--- src/rtl/uart_pkg.sv ---
// Shared UART types and constants: receiver state encoding,
// the MARCO request sequence and the POLO reply sequence.
package uart_pkg;

  typedef enum logic [2:0] {
    ST_IDLE,
    ST_START,
    ST_DATA,
    ST_STOP,
    ST_WAIT_IDLE
  } rx_state_t;

  localparam int MARCO_LEN = 6;
  localparam logic [47:0] MARCO_SEQ = 48'h4D_41_52_43_4F_0A;
  localparam logic [7:0] MARCO_FIRST = 8'h4D;

  localparam int POLO_LEN = 5;
  localparam logic [39:0] POLO_SEQ = 40'h50_4F_4C_4F_0A;

  function automatic logic [7:0] marco_byte(input logic [2:0] idx);
    logic [7:0] b;
    case (idx)
      3'd0:    b = MARCO_SEQ[47:40];
      3'd1:    b = MARCO_SEQ[39:32];
      3'd2:    b = MARCO_SEQ[31:24];
      3'd3:    b = MARCO_SEQ[23:16];
      3'd4:    b = MARCO_SEQ[15:8];
      3'd5:    b = MARCO_SEQ[7:0];
      default: b = 8'h00;
    endcase
    return b;
  endfunction

endpackage

--- src/rtl/uart_rx_marco_matcher.sv ---
// marco_matcher: tracks received bytes against "MARCO\n".
// Ports: clk, rst, rx_data/rx_valid/frame_err in; marco_hit out.
module marco_matcher
  import uart_pkg::*;
(
  input  logic       clk,
  input  logic       rst,
  input  logic [7:0] rx_data,
  input  logic       rx_valid,
  input  logic       frame_err,
  output logic       marco_hit
);

  logic [2:0] r_idx;
  logic       r_hit;
  logic [7:0] w_exp;

  assign w_exp     = marco_byte(r_idx);
  assign marco_hit = r_hit;

  always_ff @(posedge clk or posedge rst) begin
    if (rst) begin
      r_idx <= 3'd0;
      r_hit <= 1'b0;
    end else begin
      r_hit <= 1'b0;
      if (frame_err) begin
        r_idx <= 3'd0;
      end else if (rx_valid) begin
        if (rx_data == w_exp) begin
          if (r_idx == 3'(MARCO_LEN - 1)) begin
            r_hit <= 1'b1;
            r_idx <= 3'd0;
          end else begin
            r_idx <= r_idx + 3'd1;
          end
        end else begin
          // A stray 'M' may itself begin a new sequence.
          r_idx <= (rx_data == MARCO_FIRST) ? 3'd1 : 3'd0;
        end
      end
    end
  end

endmodule

--- src/rtl/uart_rx_marco.sv ---
// 8N1 UART receiver with "MARCO\n" detector.
// Ports: clk, rst, sample_tick, rx in; rx_data, rx_valid,
// frame_err, marco_hit, busy out.
module uart_rx_marco
  import uart_pkg::*;
#(
  parameter int OVERSAMPLE = 16
) (
  input  logic       clk,
  input  logic       rst,
  input  logic       sample_tick,
  input  logic       rx,
  output logic [7:0] rx_data,
  output logic       rx_valid,
  output logic       frame_err,
  output logic       marco_hit,
  output logic       busy
);

  localparam int CW = $clog2(OVERSAMPLE);
  localparam logic [CW-1:0] CNT_FULL = CW'(OVERSAMPLE - 1);
  localparam logic [CW-1:0] CNT_HALF = CW'(OVERSAMPLE / 2 - 1);

  logic            r_rx_meta;
  logic            r_rx_s;
  rx_state_t       r_state;
  logic [CW-1:0]   r_cnt;
  logic [2:0]      r_bit_idx;
  logic [7:0]      r_shift;
  logic [7:0]      r_rx_data;
  logic            r_rx_valid;
  logic            r_frame_err;
  logic            w_full;
  logic            w_half;

  assign w_full    = (r_cnt == CNT_FULL);
  assign w_half    = (r_cnt == CNT_HALF);
  assign rx_data   = r_rx_data;
  assign rx_valid  = r_rx_valid;
  assign frame_err = r_frame_err;
  assign busy      = (r_state != ST_IDLE);

  always_ff @(posedge clk or posedge rst) begin
    if (rst) begin
      r_rx_meta <= 1'b1;
      r_rx_s    <= 1'b1;
    end else begin
      r_rx_meta <= rx;
      r_rx_s    <= r_rx_meta;
    end
  end

  always_ff @(posedge clk or posedge rst) begin
    if (rst) begin
      r_state     <= ST_IDLE;
      r_cnt       <= '0;
      r_bit_idx   <= 3'd0;
      r_shift     <= 8'h00;
      r_rx_data   <= 8'h00;
      r_rx_valid  <= 1'b0;
      r_frame_err <= 1'b0;
    end else begin
      r_rx_valid  <= 1'b0;
      r_frame_err <= 1'b0;
      if (sample_tick) begin
        case (r_state)
          ST_IDLE: begin
            if (!r_rx_s) begin
              r_cnt   <= '0;
              r_state <= ST_START;
            end
          end
          ST_START: begin
            if (w_half) begin
              // Line back high at mid start bit: noise.
              r_cnt     <= '0;
              r_bit_idx <= 3'd0;
              r_state   <= r_rx_s ? ST_IDLE : ST_DATA;
            end else begin
              r_cnt <= r_cnt + 1'b1;
            end
          end
          ST_DATA: begin
            if (w_full) begin
              r_cnt   <= '0;
              r_shift <= {r_rx_s, r_shift[7:1]};
              if (r_bit_idx == 3'd7) begin
                r_state <= ST_STOP;
              end else begin
                r_bit_idx <= r_bit_idx + 3'd1;
              end
            end else begin
              r_cnt <= r_cnt + 1'b1;
            end
          end
          ST_STOP: begin
            if (w_full) begin
              r_cnt <= '0;
              if (r_rx_s) begin
                r_rx_data  <= r_shift;
                r_rx_valid <= 1'b1;
                r_state    <= ST_IDLE;
              end else begin
                r_frame_err <= 1'b1;
                r_state     <= ST_WAIT_IDLE;
              end
            end else begin
              r_cnt <= r_cnt + 1'b1;
            end
          end
          ST_WAIT_IDLE: begin
            // Hold off through a break so it reports once.
            if (r_rx_s) r_state <= ST_IDLE;
          end
          default: r_state <= ST_IDLE;
        endcase
      end
    end
  end

  marco_matcher u_matcher (
    .clk       (clk),
    .rst       (rst),
    .rx_data   (r_rx_data),
    .rx_valid  (r_rx_valid),
    .frame_err (r_frame_err),
    .marco_hit (marco_hit)
  );

endmodule

--- config.mk ---
export PLATFORM = sky130hd
export DESIGN_NAME = uart_rx_marco
export DESIGN_NICKNAME = d
export VERILOG_FILES = /design/src/rtl/uart_pkg.sv /design/src/rtl/uart_rx_marco_matcher.sv /design/src/rtl/uart_rx_marco.sv
export SDC_FILE = /design/constraint.sdc
export NUM_CORES = 1
export LEC_CHECK = 0
export BUFFER_PORTS_ARGS = -buffer_cell sky130_fd_sc_hd__buf_4
export CORE_ASPECT_RATIO = 0.75
export CORE_MARGIN = 3
export CORE_UTILIZATION = 51
export CTS_CLUSTER_SIZE = 10
export DETAILED_ROUTE_END_ITERATION = 10
export PLACE_DENSITY = 0.73
export SLEW_MARGIN = 20
export SYNTH_ARGS = -nofsm -noshare
export SYNTH_HDL_FRONTEND = slang
export SYNTH_HIERARCHICAL = 1
export SYNTH_SLANG_ARGS = --single-unit
--- constraint.sdc ---
create_clock -name clk -period 1.9 [get_ports clk]
set_input_delay 0.095 -clock clk [delete_from_list [all_inputs] [get_ports clk]]
set_output_delay 0.095 -clock clk [all_outputs]
set_load 0.005 [all_outputs]
==> results of run 1 <==
-- through the flow --
stage	TNS, ns	instances	area, um^2
floorplan	0	167	1850
global placement	0	222	2010
detailed placement	0	222	2010
CTS	0	232	2120
global route	-0.00220	232	2120
finish	0	232	2120
-- cell usage in the layout, fill, tap and decap left out, types with 5 or more instances in the layout --
master / instances
dfrtp_1: 30
mux2_2: 8
mux2_4: 8
o21ai_0: 6
nor2_1: 13
nand2_1: 10
inv_1: 11
mux2i_1: 5
buf_4: 22
clkbuf_8: 6
-- timing repair --
action / in CTS / in global routing
hold buffers: 2 / 0
endpoints found under the hold margin: 33 / 0
setup endpoints to repair: 0 / 3
gates resized for setup: 0 / 2
buffers inserted: 0 / 0
-- path summary, 6_finish.rpt --
| path | start | end | cells past startpoint |
|---|---|---|---|
| worst max-delay path | u_matcher/r_idx[1] | u_matcher/r_idx[1] | 8 |
| worst min-delay path | sample_tick | r_state[2] | 3 |
| worst max register to register | u_matcher/r_idx[1] | u_matcher/r_idx[1] | 8 |
| worst min register to register | r_rx_meta | r_rx_s | 0 |
| max in group asynchronous | rst | r_rx_s | 4 |
| min in group asynchronous | rst | u_matcher/marco_hit | 3 |
-- per-layer routing --
layer	part of all wire	GRT usage	vias up
li1	-	-	643
met1	0.48	0.242	637
met2	0.46	0.294	20
met3	0.032	0.0468	10
met4	0.026	0.102	0
met5	0	0	-
-- layout make-up --
type / instances / share of cell area
clock buffers: 7 / 0.0407
clock inverters: 1 / 0.00236
inverters: 11 / 0.0195
multi-input cells: 115 / 0.423
flip-flops and latches: 34 / 0.403
well taps: 40 / 0.0236
repair buffers: 24 / 0.0873
-- sequential cells by signal, indices dropped and copies added, names as in the netlist --
register and cells:
frame_err 1, rx_valid 1, r_state 3, rx_data 8, r_cnt 4, r_rx_s 1
r_bit_idx 3, u_matcher/marco_hit 1, u_matcher/r_idx 3, r_shift 8, r_rx_meta 1
-- logic make-up (layout without fill, tap and decap cells) --
logic type,count (synthesis),after routing
compound gates,28,28
mux,22,22
buf+inv,18,43
fa+ha+maj,5,5
simple gates,57,57
xor+xnor,3,3
flops,34,34
-- critical path, delay by kind of cell, from the launching register on --
family	cells	cell delay, ns
and+or+nand+nor	2	0.19
adders and majority gates	1	0.17
DFF	1	0.46
buffers and inverters	2	0.14
AOI/OAI and AO/OA	3	0.75
-- power by group --
| group | switching, uW | internal (uW) | total [uW] |
|---|---|---|---|
| Clock | 263 | 292 | 555 |
| Sequential | 74.1 | 803 | 877 |
| Combinational | 171 | 171 | 342 |
==> impl_metrics.yaml, run 1 <==
clocking:
  cts-root-buf: "clkbuf_8"
  htree_levels: 2
  cts.path.max_buffers: 2
  clock_sinks: 34
  cts_buffers: 5
  clk_pin_slew_worst_paths_ns: 0.07
  clkLatencyLatePin_ns: 0.29
  cts_tree: "yes"
logic_synthesis:
  yosys-top-cells-count: "32 x dfrtp_1, 13 x nor2_1, 11 x inv_1"
  synth.avg_cell_area_um2: 11.1
  synth_adder_area_share: 0.0332
  yosysSeqAreaShare: 0.461
  synth-xor-area-share: 0.0142
  synth_warnings: 6
  synth_compound_area_frac: 0.114
  ys.flop_type: "dfrtp_1"
  synthesis.area_um2: 1850
  yosys.cell_count.top_type: "dfrtp_1"
  yosys.area.top_type: "dfrtp_1"
  ys_types: 50
  async_flop_share: 1.00
  syn-instance-count: 167
  synth_top_area_frac: 0.433
  synth_seq_cells: 34
  synth.area.mux_share: 0.147
  synth_top_family_by_area: "simple AND/OR/NAND/NOR gates"
  synth_edf_count: 0
  syn_nets: 175
  synth-simple-area-share: 0.177
  synth_area_leaders: "dfrtp_1 43%, mux2_4 6.5%, mux2_2 4.9%"
timing:
  hold_viol: 0
  worstMarginPinSlew_ns: 0.403
  relSlewSlack: 0.731
  min_period_over_period: 0.938
  max_freq_mhz: 561
  drv_slew: 0
  whs_ns: 0.145
  setup_viol: 0
  period_needed_ns: 1.78
  skew_ns: 0.00638
  fin_ws_ns: 0.118
grt:
  grt_pass1_vias: 1341
  grt_max_degree: 31
  antenna_found_initial: 0
  gr-total-overflow: 0
  grt_first_pass_wirelength_mm: 6.13
  grt_usage: 0.189
route:
  vias: 1310
  routed_wl_mm: 3.46
  drc: 0
  initialDrtViolationCount: 115
  wl_per_cell_um: 14.9
  ant_nets: 0
  avgViaCountPerCell: 5.65
  drt_pre_antenna_iters: 4
floorplan:
  dieWidth_um: 75.5
  die_area_um2: 4390
  design.portCount: 16
  start_util: 0.547
  core_um2: 3380
  num_rows: 18
  die_y_um: 58.2
finish:
  seq_area_um2: 856
  final_core_util: 0.628
  antenna_cells: 0
  drive_gt1_frac: 0.307
  nFillCells: 277
  area_growth_syn_to_layout_pct: 14.7
  multi_input_area_um2: 898
  finalNetCount: 199
setup_path:
  path_cells: "nand2_1, inv_1, ha_1, inv_1, o311ai_1, a32o_2, nand4_1, a31oi_1"
  crit_fanout: 10
  max_stage_delay_ns: 0.46
  path_class: "reg2reg"
  cp_common_cell: "inv_1"
  start_kind: "flop"
  required_ns: 2.11
  cp-end-kind: "flop"
  cpMaxStageDelayCell: "dfrtp_2"
  r2r_slack_ns: 0.12
  arrival_ns: 1.99
place:
  pre_cts_slack_ns: 0.0818
  gp_congestion: 0.896
  portBuffers: 15
  hpwl_mm: 2.46
run:
  timing.max_cap.violations: 0
pwr:
  finalPower_uw: 1770
  ir_drop_uv: 506
  power_density_nw_per_um2: 836
  p_leak_uw: 0.00103
min_path:
  worstHoldPathType: "in2reg"
outcome:
  outcome: "finished, final reports clean"
Power figures use the tool's default switching activity.
==> run 2: changes to the inputs <==
--- a/config.mk
+++ b/config.mk
@@ -5,13 +5,13 @@
 export SDC_FILE = /design/constraint.sdc
 export NUM_CORES = 1
 export LEC_CHECK = 0
-export BUFFER_PORTS_ARGS = -buffer_cell sky130_fd_sc_hd__buf_4
 export CORE_ASPECT_RATIO = 0.75
 export CORE_MARGIN = 3
 export CORE_UTILIZATION = 51
 export CTS_CLUSTER_SIZE = 10
 export DETAILED_ROUTE_END_ITERATION = 10
-export PLACE_DENSITY = 0.73
+export DONT_BUFFER_PORTS = 1
+export PLACE_DENSITY = 0.69
 export SLEW_MARGIN = 20
 export SYNTH_ARGS = -nofsm -noshare
 export SYNTH_HDL_FRONTEND = slang
==> impl_metrics.yaml, run 2 (synthesis gave the netlist of run 1 again) <==
grt:
  grt_max_degree: 18
  use_met3: 0.0693
  met1_usage: 0.241
  gr-total-overflow: 0
  use_met2: 0.268
  grt_usage: 0.180
  grt_pass1_vias: 1292
  antenna_found_initial: 0
  grt_first_pass_wirelength_mm: 5.91
  grt_busiest_layer: "met2"
setup_path:
  r2r_slack_ns: 0.16
  cp-end-kind: "flop"
  crit_family: "simple AND/OR/NAND/NOR gates"
  critPathCapture: "rx_data[1]"
  path_cells: "ha_1, and4_1, and3_2, mux2_2"
  path_class: "reg2reg"
  rr_startpoint: "r_cnt[0]"
  worstSetupStartpoint: "r_cnt[0]"
  crit_fanout: 8
  r2r_end: "rx_data[1]"
  required_ns: 2.06
  worst-path-stages: 4
  cpMaxStageDelayCell: "dfrtp_1"
  max_stage_delay_ns: 0.39
  path_buf_inv: 0
  arrival_ns: 1.90
  ff2ff_path_depth: 4
  start_kind: "flop"
timing:
  max_freq_mhz: 574
  worstMarginPinSlew_ns: 0.649
  hold_viol: 0
  skew_ns: 0.00977
  period_needed_ns: 1.74
  drv_slew: 0
  relSlewSlack: 0.567
  fin_setup_tns_ns: 0
  rsz0062_at_grt: "no"
  min_period_over_period: 0.917
  setup_viol: 0
route:
  routed_wl_mm: 3.48
  drc: 0
  drt_pre_antenna_iters: 4
  wl_per_cell_um: 16.0
  initialDrtViolationCount: 48
  avgViaCountPerCell: 5.99
  ant_nets: 0
  vias: 1306
finish:
  final_common_cell: "dfrtp_1"
  stdcell_count: 218
  layout_common_cells: "30 x dfrtp_1, 13 x nor2_1, 11 x inv_1"
  drive_gt1_frac: 0.253
  finalNetCount: 185
  antenna_cells: 0
  area_growth_syn_to_layout_pct: 9.95
  fin_area_um2: 2030
clocking:
  cts_setup_buffers: 0
  cts-root-buf: "clkbuf_8"
  clock_sinks: 34
  cts.path.max_buffers: 2
  cts_buffers: 5
  clkLatencyLatePin_ns: 0.28
  clk_pin_slew_worst_paths_ns: 0.07
  htree_levels: 2
  cts_tree: "yes"
min_path:
  worstHoldPathType: "in2reg"
floorplan:
  die_y_um: 58.2
  core_um2: 3380
  dieWidth_um: 75.5
  design.portCount: 16
  start_util: 0.547
  die_area_um2: 4390
  num_rows: 18
pwr:
  power_density_nw_per_um2: 908
  ir_drop_uv: 649
  finalPower_uw: 1850
  p_leak_uw: 0.000956
place:
  place_inst: 208
  hpwl_mm: 2.50
  gp_congestion: 0.914
  portBuffers: 0
  postPlaceCellArea_um2: 1900
run:
  timing.max_cap.violations: 0
outcome:
  outcome: "finished, final reports clean"
## run 2: cell types whose count changed in the layout (fill, tap and decap cells not counted)
| cell | previous run | this run |
|---|---|---|
| clkinv_2 | 1 | 0 |
| clkbuf_8 | 6 | 5 |
| bufinv_16 | 0 | 1 |
| clkbuf_1 | 1 | 2 |
| and3_1 | 3 | 2 |
| and3_2 | 1 | 2 |
| buf_4 | 22 | 8 |
## run 2: what timing repair did
action | CTS | global route
hold buffers | 2 | 0
gates resized for setup | 0 | 3
setup endpoints to repair | 0 | 9
endpoints found under the hold margin | 20 | 0
## run 2: worst reg2reg max path, stage by stage (launching register included)
cell,delay [ns]
dfrtp_1,0.39
ha_1,0.27
and4_1,0.27
and3_2,0.32
mux2_2,0.37
## run 2: report_power, final
part	internal, uW	switching (uW)	total (uW)
logic	161	170	330
registers	804	76.7	880
clock network	392	243	635
total	1360	490	1850
## run 2: layer usage
| layer | routed length [um] | up-vias | share of wire |
|---|---|---|---|
| met2 | 1640 | 35 | 0.47 |
| li1 | - | 617 | - |
| met3 | 229 | 4 | 0.066 |
| met4 | 36 | 0 | 0.010 |
| met5 | 0 | - | 0 |
| met1 | 1580 | 650 | 0.45 |
## run 2: through the flow
step / worst slack, ns / util / hold WS (ns)
detailed placement: 0.0929 / 0.563 / -0.127
CTS: 0.0655 / 0.601 / 0.0149
floorplan: 0.204 / - / -0.139
finish: 0.158 / 0.602 / 0.0276
global route: 0.0194 / 0.602 / 0.0128
global placement: 0.171 / 0.563 / -0.129
## run 2: how the worst min path moves through the flow
stage / start / cells after the start / slack, ns / endpoint
3_5_place_dp: rst / 1 / -0.13 / u_matcher/r_idx[2]
2_1_floorplan: rst / 1 / -0.14 / u_matcher/marco_hit
4_1_cts: sample_tick / 2 / 0.01 / r_state[2]
5_1_grt: sample_tick / 2 / 0.01 / r_state[2]
3_3_place_gp: rst / 1 / -0.13 / u_matcher/marco_hit
6_report: sample_tick / 2 / 0.03 / r_state[2]
## run 2: area by class of cell
class | instances | area, um^2
fill | 276 | 1350
sequential | 34 | 856
multi-input combinational | 115 | 900
clock inverter | 1 | 30.0
tap | 40 | 50.0
timing repair buffer | 10 | 80.1
clock buffer | 7 | 76.3
inverter | 11 | 41.3
==> run 3: changes to the inputs <==
--- a/config.mk
+++ b/config.mk
@@ -6,8 +6,8 @@
 export NUM_CORES = 1
 export LEC_CHECK = 0
 export CORE_ASPECT_RATIO = 0.75
-export CORE_MARGIN = 3
 export CORE_UTILIZATION = 51
+export CTS_CLUSTER_DIAMETER = 150
 export CTS_CLUSTER_SIZE = 10
 export DETAILED_ROUTE_END_ITERATION = 10
 export DONT_BUFFER_PORTS = 1
==> impl_metrics.yaml, run 3 (synthesis gave the netlist of run 1 again) <==
timing:
  worstMarginPinSlew_ns: 0.427
  rsz0062_at_grt: "no"
  fin_setup_tns_ns: 0
  drv_slew: 0
  skew_ns: 0.00903
  period_needed_ns: 1.76
  setup_viol: 0
  relSlewSlack: 0.715
  max_freq_mhz: 568
  min_period_over_period: 0.927
  hold_viol: 0
route:
  drc: 0
  vias: 1273
  wl_per_cell_um: 16.1
  initialDrtViolationCount: 52
  drt_pre_antenna_iters: 4
  routed_wl_mm: 3.49
  avgViaCountPerCell: 5.87
  ant_nets: 0
setup_path:
  start_kind: "flop"
  r2r_slack_ns: 0.14
  max_stage_delay_ns: 0.47
  ff2ff_path_depth: 6
  rr_startpoint: "u_matcher/r_idx[2]"
  worst-path-stages: 6
  crit_fanout: 8
  required_ns: 2.10
  arrival_ns: 1.97
  cpMaxStageDelayCell: "dfrtp_2"
  cp-end-kind: "flop"
  path_buf_inv: 1
  path_class: "reg2reg"
  path_cells: "buf_4, or3b_1, o211ai_1, a32o_2, nand4_1, a31oi_1"
  r2r_end: "u_matcher/r_idx[1]"
  critPathCapture: "u_matcher/r_idx[1]"
  worstSetupStartpoint: "u_matcher/r_idx[2]"
  crit_family: "compound AO/OA/AOI/OAI gates"
grt:
  gr-total-overflow: 0
  grt_pass1_vias: 1257
  antenna_found_initial: 0
  grt_max_degree: 31
  grt_usage: 0.206
  grt_first_pass_wirelength_mm: 5.80
clocking:
  cts_tree: "yes"
  clk_pin_slew_worst_paths_ns: 0.07
  htree_levels: 2
  cts-root-buf: "clkbuf_8"
  clock_sinks: 34
  clkLatencyLatePin_ns: 0.29
  cts_buffers: 5
  cts.path.max_buffers: 2
min_path:
  min_from: "sample_tick"
  worstHoldPathType: "in2reg"
finish:
  finalNetCount: 184
  final_common_cell: "dfrtp_1"
  nFillCells: 280
  multi_input_area_um2: 910
  drive_gt1_frac: 0.271
  layout_common_cells: "30 x dfrtp_1, 13 x nor2_1, 11 x inv_1"
  area_growth_syn_to_layout_pct: 9.20
  seq_area_um2: 856
  antenna_cells: 0
  fin_area_um2: 2020
floorplan:
  core_um2: 3380
  num_rows: 18
  design.portCount: 16
  die_area_um2: 3870
  die_y_um: 54.2
  start_util: 0.547
  dieWidth_um: 71.5
pwr:
  finalPower_uw: 1730
  power_density_nw_per_um2: 858
  ir_drop_uv: 559
  p_leak_uw: 0.000942
run:
  timing.max_cap.violations: 0
place:
  portBuffers: 0
  postPlaceCellArea_um2: 1900
  gp_congestion: 0.795
  hpwl_mm: 2.49
outcome:
  outcome: "finished, final reports clean"
run 3: how the worst min path moves through the flow:
stage / to / slack (ns) / cells past startpoint
after floorplan: u_matcher/marco_hit / -0.14 / 1
after global placement: u_matcher/marco_hit / -0.13 / 1
after detailed placement: u_matcher/r_idx[0] / -0.13 / 1
after CTS: r_state[2] / 0.004 / 2
after global routing: r_state[2] / 0.03 / 2
final: r_state[2] / 0.01 / 2
run 3: cell type report:
cell class | count | area share
clock inverter | 3 | 0.0105
timing repair buffer | 9 | 0.0359
clock buffer | 5 | 0.0341
multi-input combinational | 115 | 0.450
inverter | 11 | 0.0204
tap | 40 | 0.0248
sequential | 34 | 0.424
run 3: metrics by stage:
step	setup WS (ns)	instances	utilization	hold WS (ns)
finish	0.138	217	0.598	0.0113
global route	0.00725	217	0.598	0.0322
CTS	0.0564	217	0.594	0.00438
detailed placement	0.100	207	0.561	-0.126
global placement	0.178	207	0.561	-0.127
floorplan	0.204	167	-	-0.139
run 3: where the power goes:
| part | internal, uW | total, uW | switching, uW |
|---|---|---|---|
| logic | 157 | 326 | 169 |
| registers | 803 | 880 | 76.6 |
| clock network | 257 | 528 | 271 |
run 3: metal layers:
layer,GRT usage,vias to the layer above,wire length (um)
met2,0.362,28,1670
met1,0.241,625,1580
met4,0.0817,0,37
li1,-,615,-
met3,0.0674,5,203
met5,0,-,0
run 3: repair_timing:
| action | CTS | global route |
|---|---|---|
| setup endpoints to repair | 0 | 12 |
| hold buffers | 2 | 0 |
| buffers inserted | 0 | 0 |
| gates resized for setup | 0 | 5 |
| endpoints found under the hold margin | 33 | 0 |
run 3: worst reg2reg max path: stages (launching register included):
cell and delay [ns]:
dfrtp_2 0.47, buf_4 0.18, or3b_1 0.38, o211ai_1 0.10
a32o_2 0.25, nand4_1 0.12, a31oi_1 0.18
